$ cat src/rtl/y_pattern_pkg.sv
// Shared types and constants for the Y-pattern encoder.
// Status codes, valid forward-function words, FIFO entry and FSM state.
package y_pattern_pkg;

  typedef enum logic [1:0] {
    ST_OK    = 2'b00,
    ST_AMBIG = 2'b01,
    ST_ERR   = 2'b10
  } status_t;

  localparam logic [3:0] W_000 = 4'b0001;
  localparam logic [3:0] W_011 = 4'b0010;
  localparam logic [3:0] W_101 = 4'b0100;
  localparam logic [3:0] W_111 = 4'b0011;
  localparam logic [3:0] W_AMB = 4'b0000;

  typedef enum logic [1:0] {
    S_EMPTY = 2'b00,
    S_ONE   = 2'b01,
    S_FULL  = 2'b10
  } state_t;

  typedef struct packed {
    logic [0:2] abc;
    status_t    status;
  } entry_t;

endpackage

$ cat src/rtl/y_pattern_lut.sv
// Combinational inverse of the forward function: y1234_i -> abc_o/status_o.
// Ports: y1234_i (Y4..Y1), abc_o (a is bit 0), status_o (OK/AMBIG/ERR).
module y_pattern_lut
  import y_pattern_pkg::*;
(
  input  logic [3:0] y1234_i,
  output logic [0:2] abc_o,
  output status_t    status_o
);

  always_comb begin
    abc_o    = 3'b000;
    status_o = ST_ERR;
    unique case (1'b1)
      (y1234_i == W_000): begin
        abc_o    = 3'b000;
        status_o = ST_OK;
      end
      (y1234_i == W_011): begin
        abc_o    = 3'b011;
        status_o = ST_OK;
      end
      (y1234_i == W_101): begin
        abc_o    = 3'b101;
        status_o = ST_OK;
      end
      (y1234_i == W_111): begin
        abc_o    = 3'b111;
        status_o = ST_OK;
      end
      // Four inputs collapse onto 0000; no unique inverse exists.
      (y1234_i == W_AMB): begin
        abc_o    = 3'b000;
        status_o = ST_AMBIG;
      end
      default: begin
        abc_o    = 3'b000;
        status_o = ST_ERR;
      end
    endcase
  end

endmodule

$ cat src/rtl/y_pattern_encoder.sv
// Decodes forward-function words into abc/status through a 2-entry FIFO.
// Ports: clk, rst_n, y1234/in_valid/in_ready, abc/status/out_valid/out_ready,
// err_cnt (only with Y_PATTERN_ENCODER_ERR_CNT_EN defined).
module y_pattern_encoder
  import y_pattern_pkg::*;
(
  input  logic       clk,
  input  logic       rst_n,
  input  logic [3:0] y1234,
  input  logic       in_valid,
  output logic       in_ready,
  output logic [0:2] abc,
  output logic [1:0] status,
  output logic       out_valid,
  input  logic       out_ready
`ifdef Y_PATTERN_ENCODER_ERR_CNT_EN
  ,
  output logic [7:0] err_cnt
`endif
);

  logic [0:2] lut_abc;
  status_t    lut_st;

  y_pattern_lut u_lut (
    .y1234_i  (y1234),
    .abc_o    (lut_abc),
    .status_o (lut_st)
  );

  state_t state_q;
  entry_t mem_q [2];
  logic   wr_q;
  logic   rd_q;
  logic   in_ready_q;
  logic   out_valid_q;
  logic   push;
  logic   pop;

  assign push = in_valid && in_ready_q;
  assign pop  = out_valid_q && out_ready;

  always_ff @(posedge clk or negedge rst_n) begin
    if (!rst_n) begin
      state_q     <= S_EMPTY;
      in_ready_q  <= 1'b0;
      out_valid_q <= 1'b0;
    end else begin
      // Ready re-arms on the first edge out of reset.
      in_ready_q <= 1'b1;
      unique case (state_q)
        S_EMPTY: begin
          if (push) begin
            state_q     <= S_ONE;
            out_valid_q <= 1'b1;
          end
        end
        S_ONE: begin
          if (push && !pop) begin
            state_q    <= S_FULL;
            in_ready_q <= 1'b0;
          end else if (!push && pop) begin
            state_q     <= S_EMPTY;
            out_valid_q <= 1'b0;
          end
        end
        S_FULL: begin
          if (pop) begin
            state_q <= S_ONE;
          end else begin
            in_ready_q <= 1'b0;
          end
        end
        default: begin
          state_q     <= S_EMPTY;
          out_valid_q <= 1'b0;
        end
      endcase
    end
  end

  always_ff @(posedge clk or negedge rst_n) begin
    if (!rst_n) begin
      mem_q[0] <= '0;
      mem_q[1] <= '0;
      wr_q     <= 1'b0;
      rd_q     <= 1'b0;
    end else begin
      if (push) begin
        mem_q[wr_q] <= '{abc: lut_abc, status: lut_st};
        wr_q        <= ~wr_q;
      end
      if (pop) begin
        rd_q <= ~rd_q;
      end
    end
  end

`ifdef Y_PATTERN_ENCODER_ERR_CNT_EN
  logic [7:0] err_cnt_q;

  always_ff @(posedge clk or negedge rst_n) begin
    if (!rst_n) begin
      err_cnt_q <= 8'h00;
    end else if (push && lut_st == ST_ERR && err_cnt_q != 8'hFF) begin
      err_cnt_q <= err_cnt_q + 8'h01;
    end
  end

  assign err_cnt = err_cnt_q;
`endif

  assign in_ready  = in_ready_q;
  assign out_valid = out_valid_q;
  assign abc       = out_valid_q ? mem_q[rd_q].abc : 3'b000;
  assign status    = out_valid_q ? mem_q[rd_q].status : ST_OK;

endmodule

$ cat config.mk
export PLATFORM = sky130hd
export DESIGN_NAME = y_pattern_encoder
export DESIGN_NICKNAME = d
export VERILOG_FILES = /design/src/rtl/y_pattern_pkg.sv /design/src/rtl/y_pattern_lut.sv /design/src/rtl/y_pattern_encoder.sv
export SDC_FILE = /design/constraint.sdc
export NUM_CORES = 1
export LEC_CHECK = 0
export CORE_MARGIN = 1
export CORE_UTILIZATION = 45
export CTS_CLUSTER_DIAMETER = 80
export DETAILED_ROUTE_END_ITERATION = 10
export MAX_ROUTING_LAYER = met4
export PLACE_DENSITY_LB_ADDON = 0.05
export SYNTH_ARGS = -nofsm -noshare
export SYNTH_HDL_FRONTEND = slang
export SYNTH_SLANG_ARGS = --single-unit
$ cat constraint.sdc
create_clock -name clk -period 1.3 [get_ports clk]
set_clock_uncertainty 0.15 [all_clocks]
set_input_delay 0.13 -clock clk [delete_from_list [all_inputs] [get_ports clk]]
set_output_delay 0.13 -clock clk [all_outputs]
set_load 0.05 [all_outputs]
---- Word-level counts from Yosys, hierarchy flattened ----
Cells that the tools add are included.
W data, S select, Z words.
operators by class
  reductions and logical operators ........ 12
  order comparisons ....................... 3
  eq/ne operators ......................... 11
  multiplexer cells ....................... 22
  bitwise gates (word level) .............. 5
operators by type and width
  operator              number
  $mux W5               4
  $bwmux W10            1
  $mux W2               5
  $pmux W3 S3           1
  $eq A4 B2 Y1 const B  2
  $ne A2 B2 Y1 const B  4
  $pmux W2 S3           1
  $demux W5 S1          1
  $logic_and A1 B1 Y1   5
  $mux W1               5
  $eq A4 B1 Y1 const B  1
  $eq A4 B3 Y1 const B  1
  $ge A2 B2 Y1 const B  2
  $logic_not A4 Y1      1
  $not A1 Y2            2
  $pmux W2 S2           1
  $reduce_and A4 Y1     1
  $reduce_or A4 Y1      1
  $mux W3               1
  $ne A3 B3 Y1 const B  1
  $not A1 Y1            3
  $pmux W1 S3           1
  $reduce_and A3 Y1     1
  $eq A2 B1 Y1 const B  1
  other kinds (5)       6
word-level totals
  output and inout port bits .............. 7
  register bits after elaboration ......... 16
  bits of input ports ..................... 8

---- Logic depth before layout (Yosys ltp) ----
  depth after elaboration ................. 6
  mapped depth ............................ 5

---- By module ----
From an unflattened synthesis, not the netlist that was laid out.
unflattened totals
  cell total of the unflattened synthesis .. 73
  area total of the unflattened synthesis .. 867.1 µm²
modules (own cells, without submodules)
  module             area each (µm²)  times used  cells an instance
  y_pattern_encoder  803.3            1           64
  y_pattern_lut      63.8             1           9

---- Worst setup path after synthesis ----
No wires, ideal clock.
  path kind ............................... reg-to-output
  from .................................... register out_valid_q, in the netlist out_valid
  to ...................................... output abc[0] (netlist bit)
  path slack .............................. -0.487 ns
  path buffers ............................ 0
  arrival ................................. 1.507 ns
  cell stages (with the launch flop) ...... 2
  path through ............................ dfrtp_1 -> nor2b_1
between the ends
  word-level cells in the longest chain between the ends .. 1
RTL lines
  what                    line                      text
  from (decl)             y_pattern_encoder.sv:36   logic out_valid_q;
  from (signal assigned)  y_pattern_encoder.sv:47   out_valid_q <= 1'b0;
  from (signal assigned)  y_pattern_encoder.sv:55   out_valid_q <= 1'b1;
  from (signal assigned)  y_pattern_encoder.sv:64   out_valid_q <= 1'b0;
  $mux W3                 y_pattern_encoder.sv:115  assign abc = out_valid_q ? mem_q[rd_q].abc : 3'b000;
  to (decl)               y_pattern_encoder.sv:12   output logic [0:2] abc,
Every way passes these cells.

---- Final worst setup path ----
  from .................................... register rd_q
  to ...................................... output abc[2] (netlist bit)
between the ends
  word-level cells in the longest chain between the ends .. 5
RTL lines
  what                              line                      text
  from (decl)                       y_pattern_encoder.sv:34   logic rd_q;
  from (signal assigned)            y_pattern_encoder.sv:94   rd_q <= ~rd_q;
  $not A1 Y2 (implied by the code)  y_pattern_encoder.sv:115
  $mux W5 (3 in a row)              -
  $mux W3                           y_pattern_encoder.sv:115
Every way passes these cells. The select of a mux whose other input is x is not followed.

==> flow_summary.json <==
{
  "status": "finished, violations left",
  "violations": "negative setup slack",
  "post_drt_wl_per_cell_um": 13.58,
  "cts_tree": "done",
  "place_hpwl_um": 1387,
  "initial_core_util_pct": 48.79,
  "clkTransAtPathRegs_ps": 100,
  "crit_required_ps": 1020,
  "netlist.area_leader.share_pct": 46.51,
  "nets": 133,
  "internal_power_mw": 1.912,
  "pin_count": 15,
  "rsz0062_at_grt": "true",
  "peakVddDrop_uv": 1600,
  "gp_congestion": 0.7228,
  "cts_max_level": 1,
  "drt_iter0_drc": 7,
  "grt_max_degree": 17,
  "hp-class": "in2async",
  "antenna_found_initial": 0,
  "tightestPinTransition_ps": 229.4,
  "p_per_area_nw_per_um2": 2193,
  "worstSetupPathType": "reg2out",
  "numCtsBuffers": 3,
  "grt_pass1_wl_um": 3063,
  "area_growth_pct": 65.12,
  "clock_latency_ps": 280,
  "power_switching_share_pct": 38.63,
  "clock-sinks": 16,
  "root_buffer": "clkbuf_4",
  "setup_violations": 11,
  "fin_crit_ps": 1604,
  "ys_ff_latch": 16,
  "port_buffers": 14,
  "track_usage_pct": 21.90,
  "hold_ws_ps": 9.555,
  "stdcell_area_um2": 1421,
  "drt_pass1_iterations": 4,
  "drive_gt1_share_pct": 51.26,
  "seq_area_frac_synth_pct": 46.51,
  "seqPwrFrac_pct": 30.2,
  "drc": 0,
  "die_x_um": 45.74,
  "vias_per_cell": 4.958,
  "r2r_cells": 5,
  "syn_area_um2": 860.8,
  "p_leak_nw": 0.6176,
  "ant_nets": 0,
  "post_dp_cell_area_um2": 1256,
  "path_max_fanout": 6,
  "avgSynthCellArea_um2": 10.37,
  "slew_headroom_pct": 84.40,
  "slew_viol_final": 0,
  "final_cells": 144,
  "fmax_ghz": 0.6235,
  "core.rowCount": 15,
  "die_area_um2": 2092,
  "cpLargestDelayFamily": "flip-flops",
  "worst-endpoint-arrival_ps": 1320,
  "antennaDiodeCount": 0,
  "pwr-share-clk_pct": 10.6,
  "p_total_mw": 3.116,
  "cp_slowest_cell": "dfrtp_2",
  "end_kind": "output port",
  "setup.worst_path.start_class": "flip-flop",
  "final.setup.worst_slack_ps": -304.0,
  "clockBufferDepth": 2,
  "p_switching_mw": 1.204,
  "first_global_vias": 700,
  "finalHoldViolations": 0,
  "vias": 714,
  "fin_setup_tns_ps": -1838,
  "cts_hold_buf": 0,
  "coreArea_um2": 1764,
  "reg2reg_to": "state_q[0]",
  "synth_top_area_cell": "dfrtp_1",
  "drt_wl_total_um": 1955,
  "drv_cap": 0,
  "place_inst": 137,
  "synth_area_leaders": "dfrtp_1 (47%), ha_1 (7.3%), mux2i_1 (7.0%), o21ai_0 (4.7%), nand2_1 (4.4%)",
  "r2r_start": "state_q[1]",
  "worst-path-buf-inv": 1,
  "postSynthCellCount": 83,
  "synth_fp_nets": 96,
  "synthDistinctLibCells": 26,
  "die_h_um": 45.74,
  "fin_crit_sh_pct": 123.4,
  "max_stage_delay_ps": 510,
  "ff2ff_setup_slack_ps": -180,
  "grt_overflow": 0,
  "worstPathCellList": "mux2i_2 > nor2b_4 > buf_12",
  "yosysWarningCount": 0,
  "pwr-share-comb_pct": 59.2
}
power groups by stage:
stage,combinational [mW],clock [mW],sequential [mW]
2_1_floorplan,0.840,0,0.929
3_3_place_gp,1.49,0,0.884
3_5_place_dp,1.53,0,0.891
4_1_cts,1.72,0.338,0.898
5_1_grt,1.97,0.359,0.964
6_report,1.85,0.329,0.942
sequential cells by signal, indices dropped and copies added, names as in the netlist:
signal	cells
wr_q	1
mem_q	10
in_ready	1
state_q	2
out_valid	1
rd_q	1
cells in the mapped netlist:
library cell,instances
a21oi_1,3
or2_2,1
inv_1,2
a22o_1,1
mux2i_1,6
o32a_1,1
o21ai_0,8
buf_6,1
nor2b_1,6
dfrtp_1,16
ha_1,5
nor3_1,1
a21oi_2,1
mux2_2,2
nand2b_1,1
nand2_2,2
mux2_4,2
nor2_1,5
nand2_1,10
xnor2_1,2
a31oi_1,1
nand3_1,2
a21boi_0,1
nand3b_1,1
or2_1,1
buf_2,1
layout by cell type, fill, tap and decap left out, drive strengths merged:
master	count
nor2b	6
nor3	1
nand3	2
nand2	12
a21boi	1
nand2b	1
clkdlybuf4s50	7
nor2	5
a22o	1
a31oi	1
xnor2	2
clkbuf	4
dfrtp	16
mux2	4
ha	5
nand3b	1
mux2i	6
o21ai	8
o32a	1
or2	2
a21oi	4
buf	27
inv	2
stage by stage:
stage / util [%] / worst slack, ps
after floorplan: - / -241.9
after global placement: 71.21 / -301.3
after detailed placement: 71.21 / -331.2
after CTS: 77.52 / -299.3
after global routing: 80.57 / -338.5
final: 80.57 / -304.0
cells by family after synthesis:
group / synth area share [%]
buf+inv: 2.761
xor+xnor: 2.035
mux: 13.08
fa+ha+maj: 7.267
compound gates: 11.19
simple gates: 17.15
flops: 46.51
repair_timing:
action,CTS,global route
endpoints found under the setup margin,14,17
buffers inserted,2,2
endpoints found under the hold margin,0,0
resized for setup,16,13
pin swaps,5,6
worst max-delay path by stage:
| stage | cells past startpoint | endpoint | slack, ps | from |
|---|---|---|---|---|
| floorplan | 4 | mem_q[7] | -240 | in_ready |
| global placement | 4 | mem_q[9] | -300 | in_valid |
| detailed placement | 6 | state_q[0] | -330 | in_valid |
| CTS | 3 | abc[2] | -300 | rd_q |
| global route | 3 | status[1] | -340 | rd_q |
| finish | 3 | abc[2] | -300 | rd_q |
per-layer routing:
layer,vias up,share of wire [%],global-route usage [%]
met5,-,0,-
met4,0,0.72,5.294
met2,15,47,34.00
li1,361,-,-
met1,336,48,28.46
met3,2,3.6,5.952
layout make-up:
cell class / count / area, um^2
multi-input combinational: 63 / 555.5
timing repair buffer: 34 / 386.6
sequential: 16 / 404.1
inverter: 2 / 7.507
tap: 25 / 31.28
fill: 126 / 342.8
clock buffer: 4 / 36.28
(Power assumes the default switching activity.)
